[config.mk]
export PLATFORM = sky130hd
export DESIGN_NAME = pc_sequencer_flat
export DESIGN_NICKNAME = d
export VERILOG_FILES = /design/src/rtl/pc_sequencer_pkg.sv /design/src/rtl/pc_sequencer_if.sv /design/src/rtl/pc_sequencer_ras.sv /design/src/rtl/pc_sequencer.sv /design/src/flat_wrapper.sv
export SDC_FILE = /design/constraint.sdc
export NUM_CORES = 1
export LEC_CHECK = 0
export ABC_AREA = 1
export BUFFER_PORTS_ARGS = -buffer_cell sky130_fd_sc_hd__buf_2
export CORE_MARGIN = 1.5
export CORE_UTILIZATION = 45
export CTS_CLUSTER_SIZE = 40
export DETAILED_ROUTE_END_ITERATION = 7
export PLACE_DENSITY = 0.68
export SLEW_MARGIN = 20
export SYNTH_ARGS = -nofsm -noshare
export SYNTH_HDL_FRONTEND = slang
export SYNTH_SLANG_ARGS = --single-unit
[constraint.sdc]
create_clock -name clk -period 5.1 [get_ports clk]
set_input_delay 0 -clock clk [delete_from_list [all_inputs] [get_ports clk]]
set_output_delay 0 -clock clk [all_outputs]
set_load 0.01 [all_outputs]
[src/rtl/pc_sequencer_pkg.sv]
// Shared definitions for the MIPS fetch-stage PC sequencer: redirect source codes,
// FSM states and default vectors.
package mips_pc_pkg;

  typedef enum logic [1:0] {
    SRC_SEQ = 2'd0,
    SRC_JMP = 2'd1,
    SRC_BR  = 2'd2,
    SRC_EXC = 2'd3
  } redirect_src_t;

  typedef enum logic {
    ST_RUN    = 1'b0,
    ST_HALTED = 1'b1
  } pc_state_t;

  localparam int unsigned DEF_NB_WIDTH     = 32;
  localparam logic [31:0] DEF_RESET_VECTOR = 32'h0000_0000;
  localparam logic [31:0] DEF_EXC_VECTOR   = 32'h0000_0080;
  localparam int unsigned DEF_PC_INC       = 4;
  localparam int unsigned DEF_RAS_DEPTH    = 4;

endpackage

[src/rtl/pc_sequencer_if.sv]
// Pipeline-facing bus of the PC sequencer. With PC_ALIGN_CHECK_EN defined the
// bus also carries the o_misalign trap pulse.
interface pc_sequencer_if #(
  parameter int unsigned NB_WIDTH = 32
);

  logic                i_stall;
  logic                i_halt;
  logic                i_resume;
  logic                i_exc_valid;
  logic                i_br_valid;
  logic [NB_WIDTH-1:0] i_br_addr;
  logic                i_jmp_valid;
  logic [NB_WIDTH-1:0] i_jmp_addr;
  logic                i_call;
  logic                i_ret;
  logic [NB_WIDTH-1:0] i_link_addr;
  logic [NB_WIDTH-1:0] o_pcounter;
  logic [NB_WIDTH-1:0] o_pcounter4;
  logic                o_redirect;
  logic [1:0]          o_redirect_src;
  logic                o_halted;
  logic                o_ras_empty;
  logic                o_ras_full;
`ifdef PC_ALIGN_CHECK_EN
  logic                o_misalign;
`endif

  modport master (
    output i_stall, i_halt, i_resume, i_exc_valid, i_br_valid, i_br_addr,
           i_jmp_valid, i_jmp_addr, i_call, i_ret, i_link_addr,
    input  o_pcounter, o_pcounter4, o_redirect, o_redirect_src, o_halted,
           o_ras_empty, o_ras_full
`ifdef PC_ALIGN_CHECK_EN
           , o_misalign
`endif
  );

  modport slave (
    input  i_stall, i_halt, i_resume, i_exc_valid, i_br_valid, i_br_addr,
           i_jmp_valid, i_jmp_addr, i_call, i_ret, i_link_addr,
    output o_pcounter, o_pcounter4, o_redirect, o_redirect_src, o_halted,
           o_ras_empty, o_ras_full
`ifdef PC_ALIGN_CHECK_EN
           , o_misalign
`endif
  );

endinterface

[src/rtl/pc_sequencer_ras.sv]
// pc_ras: circular return-address stack. When full, a push overwrites the oldest
// entry; a combined call+return replaces the top in place.
module pc_ras #(
  parameter int unsigned NB_WIDTH  = 32,
  parameter int unsigned RAS_DEPTH = 4
) (
  input  logic                clk,
  input  logic                i_rst_n,
  input  logic                call,
  input  logic                ret,
  input  logic [NB_WIDTH-1:0] link,
  output logic [NB_WIDTH-1:0] top,
  output logic                empty,
  output logic                full
);

  localparam int unsigned PTR_W = $clog2(RAS_DEPTH);
  localparam int unsigned CNT_W = $clog2(RAS_DEPTH + 1);

  logic [NB_WIDTH-1:0] mem [RAS_DEPTH];
  logic [PTR_W-1:0]    ptr;
  logic [PTR_W-1:0]    top_idx;
  logic [CNT_W-1:0]    count;
  logic                push;
  logic                pop;
  logic                replace;

  // ptr addresses the next free slot; the depth being a power of two makes it wrap naturally
  assign top_idx = ptr - PTR_W'(1);
  assign top     = mem[top_idx];
  assign empty   = (count == '0);
  assign full    = (count == CNT_W'(RAS_DEPTH));

  assign push    = call & (~ret | empty);
  assign replace = call & ret & ~empty;
  assign pop     = ret & ~call & ~empty;

  always_ff @(posedge clk or negedge i_rst_n) begin
    if (!i_rst_n) begin
      ptr   <= '0;
      count <= '0;
    end else if (push) begin
      ptr <= ptr + PTR_W'(1);
      if (!full) count <= count + CNT_W'(1);
    end else if (pop) begin
      ptr   <= ptr - PTR_W'(1);
      count <= count - CNT_W'(1);
    end
  end

  always_ff @(posedge clk) begin
    if (push)         mem[ptr]     <= link;
    else if (replace) mem[top_idx] <= link;
  end

endmodule

[src/rtl/pc_sequencer.sv]
// Fetch-stage PC sequencer: exception > branch > jump/return > sequential, with a
// sticky halt FSM and return-address stack. PC_ALIGN_CHECK_EN traps misaligned targets.
module pc_sequencer
  import mips_pc_pkg::*;
#(
  parameter int unsigned          NB_WIDTH     = DEF_NB_WIDTH,
  parameter logic [NB_WIDTH-1:0]  RESET_VECTOR = NB_WIDTH'(DEF_RESET_VECTOR),
  parameter logic [NB_WIDTH-1:0]  EXC_VECTOR   = NB_WIDTH'(DEF_EXC_VECTOR),
  parameter int unsigned          PC_INC       = DEF_PC_INC,
  parameter int unsigned          RAS_DEPTH    = DEF_RAS_DEPTH
) (
  input logic           clk,
  input logic           i_rst_n,
  pc_sequencer_if.slave bus
);

  pc_state_t           state;
  pc_state_t           state_next;
  logic [NB_WIDTH-1:0] pc;
  logic [NB_WIDTH-1:0] pc4;
  logic [NB_WIDTH-1:0] pc_next;
  logic [NB_WIDTH-1:0] target;
  redirect_src_t       target_src;
  logic                take_target;
  redirect_src_t       src_next;
  redirect_src_t       src_q;
  logic                redirect_next;
  logic                redirect_q;
  logic                ras_en;
  logic [NB_WIDTH-1:0] ras_top;
  logic                ras_empty;
  logic                ras_full;
`ifdef PC_ALIGN_CHECK_EN
  logic                misalign_next;
  logic                misalign_q;
`endif

  assign pc4 = pc + NB_WIDTH'(PC_INC);

  always_ff @(posedge clk or negedge i_rst_n) begin
    if (!i_rst_n) state <= ST_RUN;
    else          state <= state_next;
  end

  // An exception being taken drops a concurrent halt request
  always_comb begin
    state_next = state;
    case (state)
      ST_RUN:    if (!bus.i_exc_valid && bus.i_halt) state_next = ST_HALTED;
      ST_HALTED: if (bus.i_resume) state_next = ST_RUN;
      default:   state_next = ST_RUN;
    endcase
  end

  always_comb begin
    pc_next       = pc;
    src_next      = SRC_SEQ;
    redirect_next = 1'b0;
    ras_en        = 1'b0;
    target        = bus.i_br_addr;
    target_src    = SRC_BR;
    take_target   = 1'b0;
`ifdef PC_ALIGN_CHECK_EN
    misalign_next = 1'b0;
`endif
    case (state)
      ST_RUN: begin
        if (bus.i_exc_valid) begin
          pc_next       = EXC_VECTOR;
          src_next      = SRC_EXC;
          redirect_next = 1'b1;
        end else if (bus.i_halt) begin
          pc_next = pc;
        end else if (bus.i_br_valid) begin
          take_target = 1'b1;
        end else if (bus.i_jmp_valid && !bus.i_stall) begin
          take_target = 1'b1;
          target_src  = SRC_JMP;
          target      = (bus.i_ret && !ras_empty) ? ras_top : bus.i_jmp_addr;
          ras_en      = 1'b1;
        end else if (!bus.i_stall) begin
          pc_next = pc4;
        end
      end
      ST_HALTED: if (bus.i_resume && !bus.i_stall) pc_next = pc4;
      default:   pc_next = pc;
    endcase
    if (take_target) begin
      pc_next       = target;
      src_next      = target_src;
      redirect_next = 1'b1;
`ifdef PC_ALIGN_CHECK_EN
      if (target[1:0] != 2'b00) begin
        pc_next       = EXC_VECTOR;
        src_next      = SRC_EXC;
        misalign_next = 1'b1;
      end
`endif
    end
  end

  always_ff @(posedge clk or negedge i_rst_n) begin
    if (!i_rst_n) begin
      pc         <= RESET_VECTOR;
      src_q      <= SRC_SEQ;
      redirect_q <= 1'b0;
`ifdef PC_ALIGN_CHECK_EN
      misalign_q <= 1'b0;
`endif
    end else begin
      pc         <= pc_next;
      src_q      <= src_next;
      redirect_q <= redirect_next;
`ifdef PC_ALIGN_CHECK_EN
      misalign_q <= misalign_next;
`endif
    end
  end

  pc_ras #(
    .NB_WIDTH  (NB_WIDTH),
    .RAS_DEPTH (RAS_DEPTH)
  ) u_ras (
    .clk     (clk),
    .i_rst_n (i_rst_n),
    .call    (ras_en & bus.i_call),
    .ret     (ras_en & bus.i_ret),
    .link    (bus.i_link_addr),
    .top     (ras_top),
    .empty   (ras_empty),
    .full    (ras_full)
  );

  assign bus.o_pcounter     = pc;
  assign bus.o_pcounter4    = pc4;
  assign bus.o_redirect     = redirect_q;
  assign bus.o_redirect_src = src_q;
  assign bus.o_halted       = (state == ST_HALTED);
  assign bus.o_ras_empty    = ras_empty;
  assign bus.o_ras_full     = ras_full;
`ifdef PC_ALIGN_CHECK_EN
  assign bus.o_misalign     = misalign_q;
`endif

endmodule

[src/flat_wrapper.sv]
// flat-port wrapper written by rule: the top's interface ports become plain ports
module pc_sequencer_flat import mips_pc_pkg::*;
#(
  parameter int unsigned          NB_WIDTH     = DEF_NB_WIDTH,
  parameter logic [NB_WIDTH-1:0]  RESET_VECTOR = NB_WIDTH'(DEF_RESET_VECTOR),
  parameter logic [NB_WIDTH-1:0]  EXC_VECTOR   = NB_WIDTH'(DEF_EXC_VECTOR),
  parameter int unsigned          PC_INC       = DEF_PC_INC,
  parameter int unsigned          RAS_DEPTH    = DEF_RAS_DEPTH
)
  (clk, i_rst_n, bus_i_stall, bus_i_halt, bus_i_resume, bus_i_exc_valid, bus_i_br_valid, bus_i_br_addr, bus_i_jmp_valid, bus_i_jmp_addr, bus_i_call, bus_i_ret, bus_i_link_addr, bus_o_pcounter, bus_o_pcounter4, bus_o_redirect, bus_o_redirect_src, bus_o_halted, bus_o_ras_empty, bus_o_ras_full);
  pc_sequencer_if #(.NB_WIDTH(NB_WIDTH)) bus_i ();
  input logic clk;
  input logic i_rst_n;
  input wire logic [$bits(bus_i.i_stall)-1:0] bus_i_stall;
  input wire logic [$bits(bus_i.i_halt)-1:0] bus_i_halt;
  input wire logic [$bits(bus_i.i_resume)-1:0] bus_i_resume;
  input wire logic [$bits(bus_i.i_exc_valid)-1:0] bus_i_exc_valid;
  input wire logic [$bits(bus_i.i_br_valid)-1:0] bus_i_br_valid;
  input wire logic [$bits(bus_i.i_br_addr)-1:0] bus_i_br_addr;
  input wire logic [$bits(bus_i.i_jmp_valid)-1:0] bus_i_jmp_valid;
  input wire logic [$bits(bus_i.i_jmp_addr)-1:0] bus_i_jmp_addr;
  input wire logic [$bits(bus_i.i_call)-1:0] bus_i_call;
  input wire logic [$bits(bus_i.i_ret)-1:0] bus_i_ret;
  input wire logic [$bits(bus_i.i_link_addr)-1:0] bus_i_link_addr;
  output wire logic [$bits(bus_i.o_pcounter)-1:0] bus_o_pcounter;
  output wire logic [$bits(bus_i.o_pcounter4)-1:0] bus_o_pcounter4;
  output wire logic [$bits(bus_i.o_redirect)-1:0] bus_o_redirect;
  output wire logic [$bits(bus_i.o_redirect_src)-1:0] bus_o_redirect_src;
  output wire logic [$bits(bus_i.o_halted)-1:0] bus_o_halted;
  output wire logic [$bits(bus_i.o_ras_empty)-1:0] bus_o_ras_empty;
  output wire logic [$bits(bus_i.o_ras_full)-1:0] bus_o_ras_full;
  assign bus_i.i_stall = bus_i_stall;
  assign bus_i.i_halt = bus_i_halt;
  assign bus_i.i_resume = bus_i_resume;
  assign bus_i.i_exc_valid = bus_i_exc_valid;
  assign bus_i.i_br_valid = bus_i_br_valid;
  assign bus_i.i_br_addr = bus_i_br_addr;
  assign bus_i.i_jmp_valid = bus_i_jmp_valid;
  assign bus_i.i_jmp_addr = bus_i_jmp_addr;
  assign bus_i.i_call = bus_i_call;
  assign bus_i.i_ret = bus_i_ret;
  assign bus_i.i_link_addr = bus_i_link_addr;
  assign bus_o_pcounter = bus_i.o_pcounter;
  assign bus_o_pcounter4 = bus_i.o_pcounter4;
  assign bus_o_redirect = bus_i.o_redirect;
  assign bus_o_redirect_src = bus_i.o_redirect_src;
  assign bus_o_halted = bus_i.o_halted;
  assign bus_o_ras_empty = bus_i.o_ras_empty;
  assign bus_o_ras_full = bus_i.o_ras_full;
  pc_sequencer #(.NB_WIDTH(NB_WIDTH), .RESET_VECTOR(RESET_VECTOR), .EXC_VECTOR(EXC_VECTOR), .PC_INC(PC_INC), .RAS_DEPTH(RAS_DEPTH)) u_core (.clk(clk), .i_rst_n(i_rst_n), .bus(bus_i));
endmodule
Yosys cells after proc, flatten, opt, wreduce, memory -nomap -nowiden
Memory sizes are Yosys's and may differ from the RTL's.
Cells that the tools add are included.
W data, S select, Z words.
{ "word_totals": {"register_bits": 41, "ramBits": 128, "in_bits": 106, "elab_cells": 93, "mem_count": 1} }
{ "op_classes": {"add_sub_neg": 5, "n_eq_ne": 7, "mux": 50, "bitwise_logic": 12, "reduce_logical": 12} }
{ "mem_list": {"columns": ["memory", "words", "width", "rd", "rd_ports_with_merged_regs", "wr", "line_no", "text"], "rows": [
  ["u_core.u_ras.mem", 4, 32, 1, 0, 1, "pc_sequencer_ras.sv:20", "logic [NB_WIDTH-1:0] mem [RAS_DEPTH];"]
]} }
{ "ops": {"columns": ["cell", "n"], "rows": [
  ["$mux W32", 14],
  ["$pmux W32 S2", 1],
  ["$add A32 B3 Y32 const B", 1],
  ["$reduce_or A32 Y1", 1],
  ["$mux W2", 11],
  ["$mux W1", 20],
  ["$ne A4 B3 Y1 const B", 4],
  ["$mux W3", 3],
  ["$and A1 B1 Y1", 7],
  ["$reduce_and A5 Y1", 1],
  ["$logic_and A1 B1 Y1", 4],
  ["$not A1 Y1", 4],
  ["$add A3 B1 Y3 const B", 1],
  ["$eq A3 B3 Y1 const B", 1],
  ["$logic_not A1 Y1", 3],
  ["$logic_not A3 Y1", 1],
  ["$ne A3 B3 Y1 const B", 1],
  ["$sub A3 B1 Y3 const B", 1],
  ["$add A2 B1 Y2 const B", 1],
  ["$ne A2 B2 Y1 const B", 1],
  ["$pmux W1 S2", 1],
  ["$reduce_and A2 Y1", 1],
  ["$reduce_bool A2 Y1", 1],
  ["$sub A2 B1 Y2 const B", 1],
  ["$or A1 B1 Y1", 1]
]} }

Logic depth before layout (Yosys ltp)
Gate-level depths: netlist (run 1).
{ "logic_depth": {"depth_word": 15, "ltp_mapped": 12, "ltp_nobuf": 11} }

Modules after synthesis
A second synthesis (run 1) with hierarchy kept.
{ "hier_totals": {"cells_unflattened": 991, "hier_area_um2": 8649.5} }
{ "modules_own_cells": {"columns": ["mod", "instances", "cells_per_inst", "area_each_um2", "seq_area_each_um2"], "rows": [
  ["pc_ras", 1, 384, 5221.3, 3968.8],
  ["pc_sequencer", 1, 607, 3428.3, 900.9]
]} }

Worst setup path after synthesis (run 1)
Ideal clock, no wire load.
{ "synth_timing": {"path_kind": "register to register", "from": "register u_core.state, in the netlist u_core.bus.o_halted", "to": "memory u_core.u_ras.mem[0][0], enable pin", "arrival_time_ns": 3.361, "t_required_ns": 4.639, "setup_slack_ns": 1.277, "path_stages_with_launch": 7, "n_path_buf": 0, "synth_period_minus_slack_ns": 3.823, "cell_sequence": "dfrtp_1 nor2_1 nand3_4 nor2_4 nand2_1 xor2_1 nor3_1"} }
{ "synth_between": {"elab_chain_len": 9, "word_cells_on_any_way": 16} }
{ "synth_rtl": {"columns": ["element", "line_no", "text"], "rows": [
  ["start: declaration", "pc_sequencer.sv:17", "pc_state_t state;"],
  ["start signal: assignment", "pc_sequencer.sv:42", "else state <= state_next;"],
  ["$mux W1 *", "pc_sequencer.sv:66", "case (state)"],
  ["$and A1 B1 Y1 (on tied branches)", "pc_sequencer.sv:126, pc_sequencer.sv:127", null],
  ["$and A1 B1 Y1 or $not A1 Y1 (tied branches)", "pc_sequencer_ras.sv:35, pc_sequencer_ras.sv:34", null],
  ["$and A1 B1 Y1 or $or A1 B1 Y1 (tied branches)", "pc_sequencer_ras.sv:35, pc_sequencer_ras.sv:34", null],
  ["$mux W1 or $and A1 B1 Y1 (tied branches)", "pc_sequencer_ras.sv:53, pc_sequencer_ras.sv:34", null],
  ["$mux W1", "pc_sequencer_ras.sv:52", "if (push) mem[ptr] <= link;"],
  ["$mux W1 (implied by the code)", "pc_sequencer_ras.sv:53", "else if (replace) mem[top_idx] <= link;"],
  ["$reduce_or A32 Y1 (no line)", null, null],
  ["$mux W2 (no line) or $mux W1 (tied branches)", null, null],
  ["end: declaration", "pc_sequencer_ras.sv:20", null]
]} }
Every way passes the cells marked *; elsewhere a longest branch is shown, timed or not.

Worst setup path after layout (run 1)
{ "layout_timing": {"from": "register u_core.u_ras.ptr[1]", "to": "memory u_core.u_ras.mem[1][9], enable pin"} }
{ "layout_between": {"elab_chain_len": 2} }
{ "layout_rtl": {"columns": ["element", "line_no", "text"], "rows": [
  ["start: declaration", "pc_sequencer_ras.sv:21", "logic [PTR_W-1:0] ptr;"],
  ["start signal: assignment", "pc_sequencer_ras.sv:43", "ptr <= ptr + PTR_W'(1);"],
  ["start signal: assignment", "pc_sequencer_ras.sv:46", "ptr <= ptr - PTR_W'(1);"],
  ["$sub A2 B1 Y2", "pc_sequencer_ras.sv:29", "assign top_idx = ptr - PTR_W'(1);"],
  ["$mux W2 (no line) *", null, null]
]} }
Marked as above.

==> run_summary.xml, run 1 <==
<?xml version="1.0" encoding="UTF-8"?>
<metrics>
  <group name="place">
    <metric name="dp_hpwl" unit="mm">17.69</metric>
    <metric name="preCtsSetupSlack" unit="ns">1.870</metric>
    <metric name="globalplace.congestion" unit="">0.9282</metric>
    <metric name="placement.cell_area" unit="mm2">0.009573</metric>
    <metric name="port_buffers" unit="">175</metric>
  </group>
  <group name="worst_setup_path">
    <metric name="crit_path_capture_type" unit="">flip-flop</metric>
    <metric name="critPathMaxFanout" unit="">33</metric>
    <metric name="cp.arrival" unit="ns">3.31</metric>
    <metric name="worst_r2r_path_depth" unit="">8</metric>
    <metric name="cp_data_required_time" unit="ns">5.21</metric>
    <metric name="stage_delay_of_the_slowest_cell_on_the_critical_path" unit="ns">0.62</metric>
    <metric name="crit_path_cell_trace" unit="">inv_2 -&gt; nand2_4 -&gt; nand2_1 -&gt; nand3_1 -&gt; nand2_1 -&gt; nand2_1 -&gt; nor2_2 -&gt; buf_4</metric>
    <metric name="critPathMostFrequentCell" unit="">sky130_fd_sc_hd__nand2_1</metric>
    <metric name="worstSetupPathType" unit="">reg -&gt; reg</metric>
    <metric name="regToRegSetupSlack" unit="ns">1.89</metric>
    <metric name="worst_path_max_delay_cell" unit="">sky130_fd_sc_hd__nor2_2</metric>
    <metric name="cp-start-kind" unit="">flip-flop</metric>
  </group>
  <group name="final_layout">
    <metric name="postLayoutCellArea" unit="mm2">0.01081</metric>
    <metric name="area_delta_synth_final" unit="%">26.58</metric>
    <metric name="final_layout_size_suffix_gt1_share" unit="%">19.71</metric>
    <metric name="antennaDiodeCount" unit="">0</metric>
    <metric name="utilization" unit="%">57.98</metric>
    <metric name="num-nets-final" unit="">1339</metric>
    <metric name="final.fill_count" unit="">1695</metric>
  </group>
  <group name="clock_network">
    <metric name="cts_tree" unit="">done</metric>
    <metric name="clk_pin_slew" unit="ns">0.06</metric>
    <metric name="clock_sink_count" unit="">169</metric>
    <metric name="ctsRootBufferMaster" unit="">sky130_fd_sc_hd__clkbuf_16</metric>
    <metric name="clk-insertion-delay-late" unit="ns">0.43</metric>
    <metric name="clk_path_buf_depth" unit="">2</metric>
    <metric name="cts-buffers-inserted" unit="">17</metric>
    <metric name="htree_num_levels" unit="">4</metric>
  </group>
  <group name="sta">
    <metric name="layout_min_cycle_time" unit="ns">3.208</metric>
    <metric name="postLayoutSetupSlackWorst" unit="ns">1.892</metric>
    <metric name="min_period_over_period" unit="%">62.90</metric>
    <metric name="max_slew.worst_pin.slew" unit="ns">1.031</metric>
    <metric name="finalSetupViolCount" unit="">0</metric>
    <metric name="slew-limit-headroom" unit="%">31.28</metric>
    <metric name="timing.setup.tns" unit="ns">0</metric>
    <metric name="finalHoldViolCount" unit="">0</metric>
    <metric name="achievable-frequency" unit="MHz">311.7</metric>
    <metric name="clock_skew" unit="ns">0.01331</metric>
    <metric name="finalMaxSlewViolations" unit="">0</metric>
    <metric name="grt_setup_unrepaired" unit="">false</metric>
  </group>
  <group name="power">
    <metric name="worst_ir_drop_vdd" unit="mV">0.2537</metric>
    <metric name="power_density" unit="mW/mm2">437.5</metric>
    <metric name="leakage_component_of_the_power" unit="nW">4.787</metric>
  </group>
  <group name="synth">
    <metric name="synth_nets" unit="">1111</metric>
    <metric name="synth_edf_count" unit="">128</metric>
    <metric name="yosys_most_used_dff" unit="">sky130_fd_sc_hd__edfxtp_1</metric>
    <metric name="synth_top_cell_area_share" unit="%">45.01</metric>
    <metric name="synth.most_common_cell" unit="">sky130_fd_sc_hd__nand2_1</metric>
    <metric name="synth.cells.most_frequent" unit="">sky130_fd_sc_hd__nand2_1 (377), sky130_fd_sc_hd__nor2_1 (163), sky130_fd_sc_hd__edfxtp_1 (128)</metric>
    <metric name="synthesis.instances" unit="">1003</metric>
    <metric name="asyncSetResetFlopFracSynth" unit="%">24.26</metric>
    <metric name="syn_avg_cell_area" unit="um2">8.514</metric>
    <metric name="ys.warnings.count" unit="">0</metric>
    <metric name="post_synth_instance_area" unit="mm2">0.008539</metric>
    <metric name="synth_area_leaders" unit="">sky130_fd_sc_hd__edfxtp_1 (45%), sky130_fd_sc_hd__nand2_1 (17%), sky130_fd_sc_hd__dfrtp_1 (12%)</metric>
    <metric name="synth.largest_area_cell" unit="">sky130_fd_sc_hd__edfxtp_1</metric>
    <metric name="synth_seq_area_share" unit="%">57.03</metric>
    <metric name="yosys.cell_types.count" unit="">37</metric>
    <metric name="number_of_flip_flops_and_latches_in_the_synthesized_netlist" unit="">169</metric>
  </group>
  <group name="die">
    <metric name="vert_die_dim" unit="um">140.8</metric>
    <metric name="overall_die_area" unit="mm2">0.01981</metric>
    <metric name="core_area" unit="mm2">0.01864</metric>
    <metric name="die-width" unit="um">140.8</metric>
    <metric name="top_level_ports" unit="">176</metric>
    <metric name="start_util" unit="%">45.81</metric>
    <metric name="placementRows" unit="">50</metric>
  </group>
  <group name="status">
    <metric name="outcome" unit="">completed</metric>
  </group>
  <group name="routing">
    <metric name="dr_vias_cell" unit="">5.164</metric>
    <metric name="detail_route.wirelength" unit="mm">24.90</metric>
    <metric name="drcViolationCount" unit="">0</metric>
    <metric name="dr_total_vias" unit="">7627</metric>
    <metric name="drt-pass1-iter-count" unit="">6</metric>
    <metric name="routed_wire_length_per_instance" unit="um">16.86</metric>
    <metric name="antenna_violating_nets_post_route" unit="">0</metric>
    <metric name="dr.first_iter.drc_count" unit="">653</metric>
  </group>
  <group name="job">
    <metric name="max_cap_viol_count" unit="">0</metric>
  </group>
  <group name="min_path">
    <metric name="holdCritPathClass" unit="">in -&gt; reg</metric>
    <metric name="worstHoldPathCells" unit="">5</metric>
  </group>
  <group name="grt">
    <metric name="grt_first_pass_wirelength" unit="mm">38.23</metric>
    <metric name="grt_start_max_net_pins" unit="">42</metric>
    <metric name="vias_in_the_first_global_route" unit="">7059</metric>
    <metric name="number_of_antenna_violations_at_the_first_check_in_global_routing" unit="">0</metric>
    <metric name="grt_overflow_total" unit="">0</metric>
    <metric name="grt.total_usage" unit="%">25.61</metric>
  </group>
</metrics>
==> metrics by stage <==
step / hold slack, ns / total power [mW] / cells
floorplan: -0.2956 / 2.820 / 1003
global placement: 0.2229 / 3.345 / 1383
detailed placement: 0.2278 / 3.367 / 1383
CTS: 0.001860 / 4.731 / 1477
global route: 0.03894 / 5.002 / 1477
finish: 0.008081 / 4.729 / 1477
==> cell type report <==
class                           count  area [um2]  share of cell area, %
Clock buffer                       18       429.2                  3.970
Clock inverter                     13       170.2                  1.574
Inverter                           54       202.7                  1.875
Multi-Input combinational cell    743        3278                  30.33
Sequential cell                   169        4870                  45.05
Tap cell                          234       292.8                  2.709
Timing Repair Buffer              246        1567                  14.49
==> flip-flops by register name (all words and copies together) (netlist names) <==
register                   flops
u_core.u_ras.mem             128
u_core.bus.o_redirect_src      2
u_core.bus.o_pcounter         32
u_core.u_ras.ptr               2
u_core.u_ras.count             3
u_core.bus.o_halted            1
u_core.bus.o_redirect          1
==> worst max-delay path, delay by kind of cell, from the launching register on <==
kind	cells	cell delay, ns
buffers and inverters	2	0.89
flip-flops	1	0.46
AND/OR/NAND/NOR	6	1.53
==> timing repair <==
action,4_1_cts,5_1_grt
endpoints found under the setup margin,0,0
gates resized for setup,0,0
endpoints found under the hold margin,195,0
hold buffers,63,0
setup buffers,0,0
==> cell families after synthesis <==
kind of cell	after synthesis	share of synthesized area [%]
AND/OR/NAND/NOR	648	31.40
AO/OA/AOI/OAI	83	5.246
XOR/XNOR	10	1.026
flip-flops	169	57.03
buffers and inverters	91	4.923
adder cells (fa/ha/maj)	2	0.3809
==> per-layer routing <==
layer  wire [um]  up-vias  global-route usage, %
met2       11770      308                  41.74
met5           0        -                      0
li1            -     3723                      -
met4         609        0                  8.607
met3        1745       43                  4.178
met1       10780     3553                  35.08
==> worst paths after layout <==
kind	startpoint	end
setup reg to reg	u_core.u_ras.ptr[1]	u_core.u_ras.mem[1][9]
hold / removal	bus_i_br_addr[25]	u_core.bus.o_pcounter[25]
min in group asynchronous	i_rst_n	u_core.bus.o_pcounter[14]
max in group asynchronous	i_rst_n	u_core.u_ras.ptr[0]
hold reg to reg	u_core.u_ras.count[0]	u_core.u_ras.count[0]
setup / recovery	u_core.u_ras.ptr[1]	u_core.u_ras.mem[1][9]
==> power by group <==
group / leakage, nW / total [mW] / internal [mW] / switching [mW]
combinational: 2.87 / 1.65 / 0.558 / 1.09
sequential: 1.63 / 1.76 / 1.59 / 0.170
clock: 0.286 / 1.32 / 0.774 / 0.546
total: 4.79 / 4.73 / 2.92 / 1.81
==> layout by cell type, fill, tap and decap left out, types with 5 or more instances in the layout <==
master	instances
sky130_fd_sc_hd__dlygate4sd3_1	63
sky130_fd_sc_hd__edfxtp_1	128
sky130_fd_sc_hd__nand3_1	61
sky130_fd_sc_hd__inv_1	46
sky130_fd_sc_hd__clkbuf_16	17
sky130_fd_sc_hd__dfrtp_1	41
sky130_fd_sc_hd__and2_1	8
sky130_fd_sc_hd__o21ai_1	8
sky130_fd_sc_hd__a21oi_1	39
sky130_fd_sc_hd__nand4_1	8
sky130_fd_sc_hd__nor2_2	5
sky130_fd_sc_hd__inv_2	8
sky130_fd_sc_hd__nand2_1	377
sky130_fd_sc_hd__o21ai_0	24
sky130_fd_sc_hd__nand2_2	6
sky130_fd_sc_hd__buf_4	8
sky130_fd_sc_hd__nor2_1	161
sky130_fd_sc_hd__xor2_1	8
sky130_fd_sc_hd__nand3b_1	9
sky130_fd_sc_hd__buf_2	175
Power figures use the tool's default switching activity.
==> run 2: changes to the inputs <==
PLACE_DENSITY = 0.7   (was 0.68)
clock period = 2.7 ns   (was 5.1 ns; I/O delays follow)
==> run_summary.xml, run 2 (synthesized netlist as in run 1, its figures left out) <==
<?xml version="1.0" encoding="UTF-8"?>
<metrics>
  <group name="final_layout">
    <metric name="largest_register" unit="">u_core.u_ras.mem</metric>
    <metric name="final_layout_size_suffix_gt1_share" unit="%">20.46</metric>
    <metric name="stdcell_count" unit="">1486</metric>
    <metric name="multiInputGateArea" unit="mm2">0.003284</metric>
    <metric name="layout_commonest_cell" unit="">sky130_fd_sc_hd__nand2_1</metric>
    <metric name="area_delta_synth_final" unit="%">27.44</metric>
    <metric name="final.fill_count" unit="">1615</metric>
    <metric name="final_cell_mix" unit="">sky130_fd_sc_hd__nand2_1 (377), sky130_fd_sc_hd__buf_2 (174), sky130_fd_sc_hd__nor2_1 (161), sky130_fd_sc_hd__edfxtp_1 (128)</metric>
    <metric name="num-nets-final" unit="">1346</metric>
    <metric name="flip_flop_count_of_the_largest_register_after_layout" unit="">128</metric>
    <metric name="sequential_cell_area" unit="mm2">0.004870</metric>
    <metric name="postLayoutCellArea" unit="mm2">0.01088</metric>
  </group>
  <group name="routing">
    <metric name="routed_wire_length_per_instance" unit="um">16.45</metric>
    <metric name="drcViolationCount" unit="">0</metric>
    <metric name="antenna_violating_nets_post_route" unit="">0</metric>
    <metric name="detail_route.wirelength" unit="mm">24.44</metric>
    <metric name="dr_vias_cell" unit="">5.120</metric>
    <metric name="dr_total_vias" unit="">7609</metric>
    <metric name="dr.first_iter.drc_count" unit="">564</metric>
    <metric name="drt-pass1-iter-count" unit="">5</metric>
  </group>
  <group name="clock_network">
    <metric name="clock_sink_count" unit="">169</metric>
    <metric name="clk-insertion-delay-late" unit="ns">0.43</metric>
    <metric name="cts-buffers-inserted" unit="">17</metric>
    <metric name="clk_path_buf_depth" unit="">2</metric>
    <metric name="cts_tree" unit="">done</metric>
    <metric name="ctsRootBufferMaster" unit="">sky130_fd_sc_hd__clkbuf_16</metric>
    <metric name="holdBufCountCts" unit="">61</metric>
    <metric name="htree_num_levels" unit="">4</metric>
    <metric name="clk_pin_slew" unit="ns">0.07</metric>
    <metric name="postCtsResizedCells" unit="">0</metric>
    <metric name="post-cts-setup-buffers" unit="">0</metric>
  </group>
  <group name="place">
    <metric name="numPlacedInstances" unit="">1392</metric>
    <metric name="preCtsSetupSlack" unit="ns">0.4389</metric>
    <metric name="dp_hpwl" unit="mm">17.69</metric>
    <metric name="globalplace.congestion" unit="">0.9656</metric>
    <metric name="port_buffers" unit="">175</metric>
    <metric name="placement.cell_area" unit="mm2">0.009678</metric>
  </group>
  <group name="worst_setup_path">
    <metric name="crit_path_capture_type" unit="">flip-flop</metric>
    <metric name="worst_r2r_path_depth" unit="">9</metric>
    <metric name="crit-reg2reg-launch" unit="">u_core.u_ras.ptr[1]</metric>
    <metric name="critPathMaxFanout" unit="">22</metric>
    <metric name="cp_data_required_time" unit="ns">3.00</metric>
    <metric name="regToRegEndpoint" unit="">u_core.bus.o_pcounter[0]</metric>
    <metric name="cp-start-kind" unit="">flip-flop</metric>
    <metric name="regToRegSetupSlack" unit="ns">0.28</metric>
    <metric name="worstSetupPathType" unit="">reg -&gt; reg</metric>
    <metric name="cp.arrival" unit="ns">2.72</metric>
  </group>
  <group name="die">
    <metric name="vert_die_dim" unit="um">140.8</metric>
    <metric name="placementRows" unit="">50</metric>
    <metric name="overall_die_area" unit="mm2">0.01981</metric>
    <metric name="top_level_ports" unit="">176</metric>
    <metric name="start_util" unit="%">45.81</metric>
    <metric name="die-width" unit="um">140.8</metric>
    <metric name="core_area" unit="mm2">0.01864</metric>
  </group>
  <group name="sta">
    <metric name="layout_min_cycle_time" unit="ns">2.422</metric>
    <metric name="finalMaxSlewViolations" unit="">0</metric>
    <metric name="finalHoldViolCount" unit="">0</metric>
    <metric name="timing.setup.tns" unit="ns">0</metric>
    <metric name="achievable-frequency" unit="MHz">413.0</metric>
    <metric name="postLayoutSetupSlackWorst" unit="ns">0.2784</metric>
    <metric name="min_period_over_period" unit="%">89.69</metric>
    <metric name="clock_skew" unit="ns">0.01184</metric>
    <metric name="slew-limit-headroom" unit="%">60.54</metric>
    <metric name="finalSetupViolCount" unit="">0</metric>
    <metric name="grt_setup_unrepaired" unit="">false</metric>
    <metric name="max_slew.worst_pin.slew" unit="ns">0.5897</metric>
  </group>
  <group name="grt">
    <metric name="grt.total_usage" unit="%">24.85</metric>
    <metric name="grt_first_pass_wirelength" unit="mm">37.62</metric>
    <metric name="grt_start_max_net_pins" unit="">42</metric>
    <metric name="vias_in_the_first_global_route" unit="">6949</metric>
    <metric name="number_of_antenna_violations_at_the_first_check_in_global_routing" unit="">1</metric>
    <metric name="grt_overflow_total" unit="">0</metric>
  </group>
  <group name="power">
    <metric name="worst_ir_drop_vdd" unit="mV">0.6280</metric>
    <metric name="power_density" unit="mW/mm2">820.4</metric>
    <metric name="leakage_component_of_the_power" unit="nW">4.826</metric>
  </group>
  <group name="min_path">
    <metric name="holdCritPathClass" unit="">in -&gt; reg</metric>
    <metric name="worstHoldPathCells" unit="">5</metric>
    <metric name="worstHoldStart" unit="">bus_i_br_addr[25]</metric>
    <metric name="hold_path_end" unit="">u_core.bus.o_pcounter[25]</metric>
  </group>
  <group name="status">
    <metric name="outcome" unit="">completed</metric>
  </group>
  <group name="job">
    <metric name="max_cap_viol_count" unit="">0</metric>
  </group>
</metrics>
run 2: cell types whose count changed in the layout (fill, tap and decap cells not counted):
cell	change
sky130_fd_sc_hd__buf_4	+8
sky130_fd_sc_hd__buf_12	+2
sky130_fd_sc_hd__clkinvlp_4	+2
sky130_fd_sc_hd__dlygate4sd3_1	-2
sky130_fd_sc_hd__inv_6	+2
sky130_fd_sc_hd__buf_2	-1
sky130_fd_sc_hd__bufinv_16	-1
sky130_fd_sc_hd__clkbuf_1	-1
sky130_fd_sc_hd__clkinv_2	+1
sky130_fd_sc_hd__clkinv_4	-1
sky130_fd_sc_hd__clkinvlp_2	-1
sky130_fd_sc_hd__diode_2	+1
sky130_fd_sc_hd__nor3_2	-1
sky130_fd_sc_hd__nor3_4	+1
run 2: report_power, final:
group          leakage (nW)  internal [mW]  total (mW)  switching, mW
Combinational          2.91           1.10        3.14           2.04
Sequential             1.63           3.01        3.35          0.345
Clock                 0.280           1.38        2.44           1.06
Total                  4.83           5.48        8.93           3.44
run 2: metrics by stage:
| step | util, % | hold slack, ns | total power, mW |
|---|---|---|---|
| finish | 58.38 | 0.004018 | 8.929 |
| global route | 58.36 | 0.04450 | 9.453 |
| CTS | 58.35 | 0.003064 | 8.913 |
| detailed placement | 51.91 | 0.2242 | 6.417 |
| global placement | 51.91 | 0.2221 | 6.389 |
| floorplan | - | -0.2956 | 5.334 |
run 2: critical path, cell delays in order (launching register included):
cell,delay [ns]
sky130_fd_sc_hd__dfrtp_1,0.46
sky130_fd_sc_hd__inv_2,0.27
sky130_fd_sc_hd__nand2_4,0.10
sky130_fd_sc_hd__buf_4,0.23
sky130_fd_sc_hd__or2_2,0.29
sky130_fd_sc_hd__o211ai_1,0.15
sky130_fd_sc_hd__nand2_1,0.09
sky130_fd_sc_hd__nand3_1,0.08
sky130_fd_sc_hd__nand3_1,0.07
sky130_fd_sc_hd__dlygate4sd3_1,0.55
run 2: layer usage:
metal	global-route usage [%]	up-vias	part of all wire, %
li1	-	3737	-
met1	33.81	3561	44
met2	41.41	287	48
met3	3.465	24	6.2
met4	7.840	0	1.7
met5	0	-	0
run 2: worst max path at each step:
stage                              startpoint                  endpoint
after floorplan           u_core.bus.o_halted    u_core.u_ras.mem[0][0]
after global placement    u_core.bus.o_halted    u_core.u_ras.mem[1][3]
after detailed placement  u_core.bus.o_halted    u_core.u_ras.mem[1][2]
after CTS                 u_core.u_ras.ptr[1]  u_core.bus.o_pcounter[0]
after global routing      u_core.bus.o_halted  u_core.bus.o_pcounter[3]
final                     u_core.u_ras.ptr[1]  u_core.bus.o_pcounter[0]
run 2: cell type report:
| cell class | instances | area share [%] |
|---|---|---|
| Timing Repair Buffer | 253 | 15.08 |
| Sequential cell | 169 | 44.75 |
| Tap cell | 234 | 2.690 |
| Inverter | 54 | 1.862 |
| Clock buffer | 17 | 3.909 |
| Clock inverter | 15 | 1.506 |
| Multi-Input combinational cell | 743 | 30.18 |
| Antenna cell | 1 | 0.02299 |
==> run 3: changes to the inputs <==
BUFFER_PORTS_ARGS = -buffer_cell sky130_fd_sc_hd__clkbuf_2   (was -buffer_cell sky130_fd_sc_hd__buf_2)
RECOVER_POWER = 100   (was default)
SKIP_LAST_GASP = 1   (was default)
==> run_summary.xml, run 3 (synthesized netlist as in run 1, its figures left out) <==
<?xml version="1.0" encoding="UTF-8"?>
<metrics>
  <group name="routing">
    <metric name="detail_route.wirelength" unit="mm">24.56</metric>
    <metric name="antenna_violating_nets_post_route" unit="">0</metric>
    <metric name="dr_total_vias" unit="">7633</metric>
    <metric name="wl_met1" unit="mm">10.51</metric>
    <metric name="dr.first_iter.drc_count" unit="">725</metric>
    <metric name="drt-pass1-iter-count" unit="">5</metric>
    <metric name="routed_wire_length_per_instance" unit="um">16.49</metric>
    <metric name="dr.max_layer_used" unit="">met4</metric>
    <metric name="drcViolationCount" unit="">0</metric>
    <metric name="met2_length" unit="mm">11.80</metric>
    <metric name="dr_wl_met3" unit="mm">1.747</metric>
    <metric name="dr_vias_cell" unit="">5.126</metric>
  </group>
  <group name="place">
    <metric name="port_buffers" unit="">175</metric>
    <metric name="preCtsSetupSlack" unit="ns">0.4149</metric>
    <metric name="dp_hpwl" unit="mm">17.74</metric>
    <metric name="globalplace.congestion" unit="">0.9270</metric>
  </group>
  <group name="grt">
    <metric name="grt_overflow_total" unit="">0</metric>
    <metric name="grt.total_usage" unit="%">24.61</metric>
    <metric name="number_of_antenna_violations_at_the_first_check_in_global_routing" unit="">0</metric>
    <metric name="grt_first_pass_wirelength" unit="mm">37.03</metric>
    <metric name="vias_in_the_first_global_route" unit="">6891</metric>
    <metric name="grt_start_max_net_pins" unit="">42</metric>
  </group>
  <group name="sta">
    <metric name="finalHoldViolCount" unit="">0</metric>
    <metric name="clock_skew" unit="ns">0.01089</metric>
    <metric name="layout_min_cycle_time" unit="ns">2.544</metric>
    <metric name="slew-limit-headroom" unit="%">1.918</metric>
    <metric name="max_slew.worst_pin.slew" unit="ns">1.471</metric>
    <metric name="hold_ws" unit="ns">0.002422</metric>
    <metric name="postLayoutSetupSlackWorst" unit="ns">0.1562</metric>
    <metric name="timing.setup.tns" unit="ns">0</metric>
    <metric name="min_period_over_period" unit="%">94.21</metric>
    <metric name="finalMaxSlewViolations" unit="">0</metric>
    <metric name="achievable-frequency" unit="MHz">393.1</metric>
    <metric name="grt_setup_unrepaired" unit="">false</metric>
    <metric name="finalSetupViolCount" unit="">0</metric>
  </group>
  <group name="power">
    <metric name="total_power" unit="mW">8.710</metric>
    <metric name="leakage_component_of_the_power" unit="nW">4.552</metric>
    <metric name="worst_ir_drop_vdd" unit="mV">0.4296</metric>
    <metric name="power_density" unit="mW/mm2">815.6</metric>
  </group>
  <group name="status">
    <metric name="outcome" unit="">completed</metric>
  </group>
  <group name="min_path">
    <metric name="worstHoldPathCells" unit="">5</metric>
    <metric name="holdCritPathClass" unit="">in -&gt; reg</metric>
  </group>
  <group name="clock_network">
    <metric name="ctsRootBufferMaster" unit="">sky130_fd_sc_hd__clkbuf_16</metric>
    <metric name="clock_sink_count" unit="">169</metric>
    <metric name="clk_pin_slew" unit="ns">0.07</metric>
    <metric name="clk_path_buf_depth" unit="">2</metric>
    <metric name="cts_tree" unit="">done</metric>
    <metric name="cts-buffers-inserted" unit="">17</metric>
    <metric name="clk-insertion-delay-late" unit="ns">0.43</metric>
    <metric name="htree_num_levels" unit="">4</metric>
  </group>
  <group name="final_layout">
    <metric name="final.fill_count" unit="">1689</metric>
    <metric name="flip_flop_count_of_the_largest_register_after_layout" unit="">128</metric>
    <metric name="layout_commonest_cell" unit="">sky130_fd_sc_hd__nand2_1</metric>
    <metric name="antennaDiodeCount" unit="">0</metric>
    <metric name="num-nets-final" unit="">1350</metric>
    <metric name="largest_register" unit="">u_core.u_ras.mem</metric>
    <metric name="final_cell_mix" unit="">sky130_fd_sc_hd__nand2_1 (382), sky130_fd_sc_hd__nor2_1 (165), sky130_fd_sc_hd__edfxtp_1 (128), sky130_fd_sc_hd__clkbuf_1 (96), sky130_fd_sc_hd__clkbuf_2 (88)</metric>
    <metric name="utilization" unit="%">57.28</metric>
    <metric name="area_delta_synth_final" unit="%">25.06</metric>
    <metric name="final_layout_size_suffix_gt1_share" unit="%">11.87</metric>
  </group>
  <group name="die">
    <metric name="core_area" unit="mm2">0.01864</metric>
    <metric name="top_level_ports" unit="">176</metric>
    <metric name="overall_die_area" unit="mm2">0.01981</metric>
    <metric name="start_util" unit="%">45.81</metric>
    <metric name="vert_die_dim" unit="um">140.8</metric>
    <metric name="die-width" unit="um">140.8</metric>
    <metric name="placementRows" unit="">50</metric>
  </group>
  <group name="job">
    <metric name="max_cap_viol_count" unit="">0</metric>
  </group>
  <group name="worst_setup_path">
    <metric name="worst_r2r_path_depth" unit="">9</metric>
    <metric name="cp.arrival" unit="ns">2.54</metric>
    <metric name="worstSetupPathType" unit="">reg -&gt; out</metric>
    <metric name="cp-start-kind" unit="">flip-flop</metric>
    <metric name="cp_data_required_time" unit="ns">2.70</metric>
    <metric name="crit_path_capture_type" unit="">output pin</metric>
    <metric name="critPathMaxFanout" unit="">6</metric>
  </group>
</metrics>
==> run 3: worst max-delay path, cell delays in order (launching register included) <==
cell                       delay [ns]
sky130_fd_sc_hd__dfrtp_1         0.43
sky130_fd_sc_hd__ha_1            0.36
sky130_fd_sc_hd__nand2_1         0.12
sky130_fd_sc_hd__nor2_1          0.37
sky130_fd_sc_hd__nand2_1         0.22
sky130_fd_sc_hd__inv_1           0.17
sky130_fd_sc_hd__nor2_1          0.06
sky130_fd_sc_hd__nor2_1          0.19
sky130_fd_sc_hd__clkbuf_1        0.18
==> run 3: power breakdown <==
part	leakage [nW]	internal (mW)	total, mW	switching [mW]
combinational	2.65	0.999	3.02	2.02
sequential	1.63	3.01	3.34	0.336
clock	0.269	1.29	2.35	1.06
total	4.55	5.30	8.71	3.41
==> run 3: metal layers <==
layer  vias to the layer above  track usage (%)
met5                         -                0
met4                         0            8.388
met3                        38            3.601
met2                       315            41.43
met1                      3538            32.76
li1                       3742                -
==> run 3: path summary, 6_finish.rpt <==
path	from	slack, ns	endpoint
worst max-delay path	u_core.bus.o_pcounter[3]	0.16	bus_o_pcounter4[10]
worst min-delay path	bus_i_br_addr[17]	0.002	u_core.bus.o_pcounter[17]
worst max register to register	u_core.u_ras.ptr[1]	0.20	u_core.bus.o_pcounter[4]
worst min register to register	u_core.bus.o_pcounter[1]	0.54	u_core.bus.o_pcounter[1]
max in group asynchronous	i_rst_n	0.50	u_core.u_ras.count[1]
min in group asynchronous	i_rst_n	0.29	u_core.bus.o_pcounter[11]
==> run 3: final cells by class <==
type,instances,area [um2],area share [%]
Timing Repair Buffer,257,1520,14.24
Inverter,54,202.7,1.898
Sequential cell,169,4870,45.60
Multi-Input combinational cell,743,3224,30.19
Clock buffer,18,429.2,4.019
Clock inverter,14,140.1,1.312
Tap cell,234,292.8,2.742
==> run 3: timing repair <==
item / CTS / global route
buffers inserted: 0 / 0
hold buffers: 63 / 0
setup endpoints to repair: 0 / 0
resized for setup: 0 / 0
endpoints found under the hold margin: 171 / 0
==> run 3: metrics by stage <==
stage	cell area, um2	std cells
3_5_place_dp	9693	1394
5_1_grt	10680	1489
2_1_floorplan	8554	1003
6_report	10680	1489
4_1_cts	10890	1489
3_3_place_gp	9693	1394
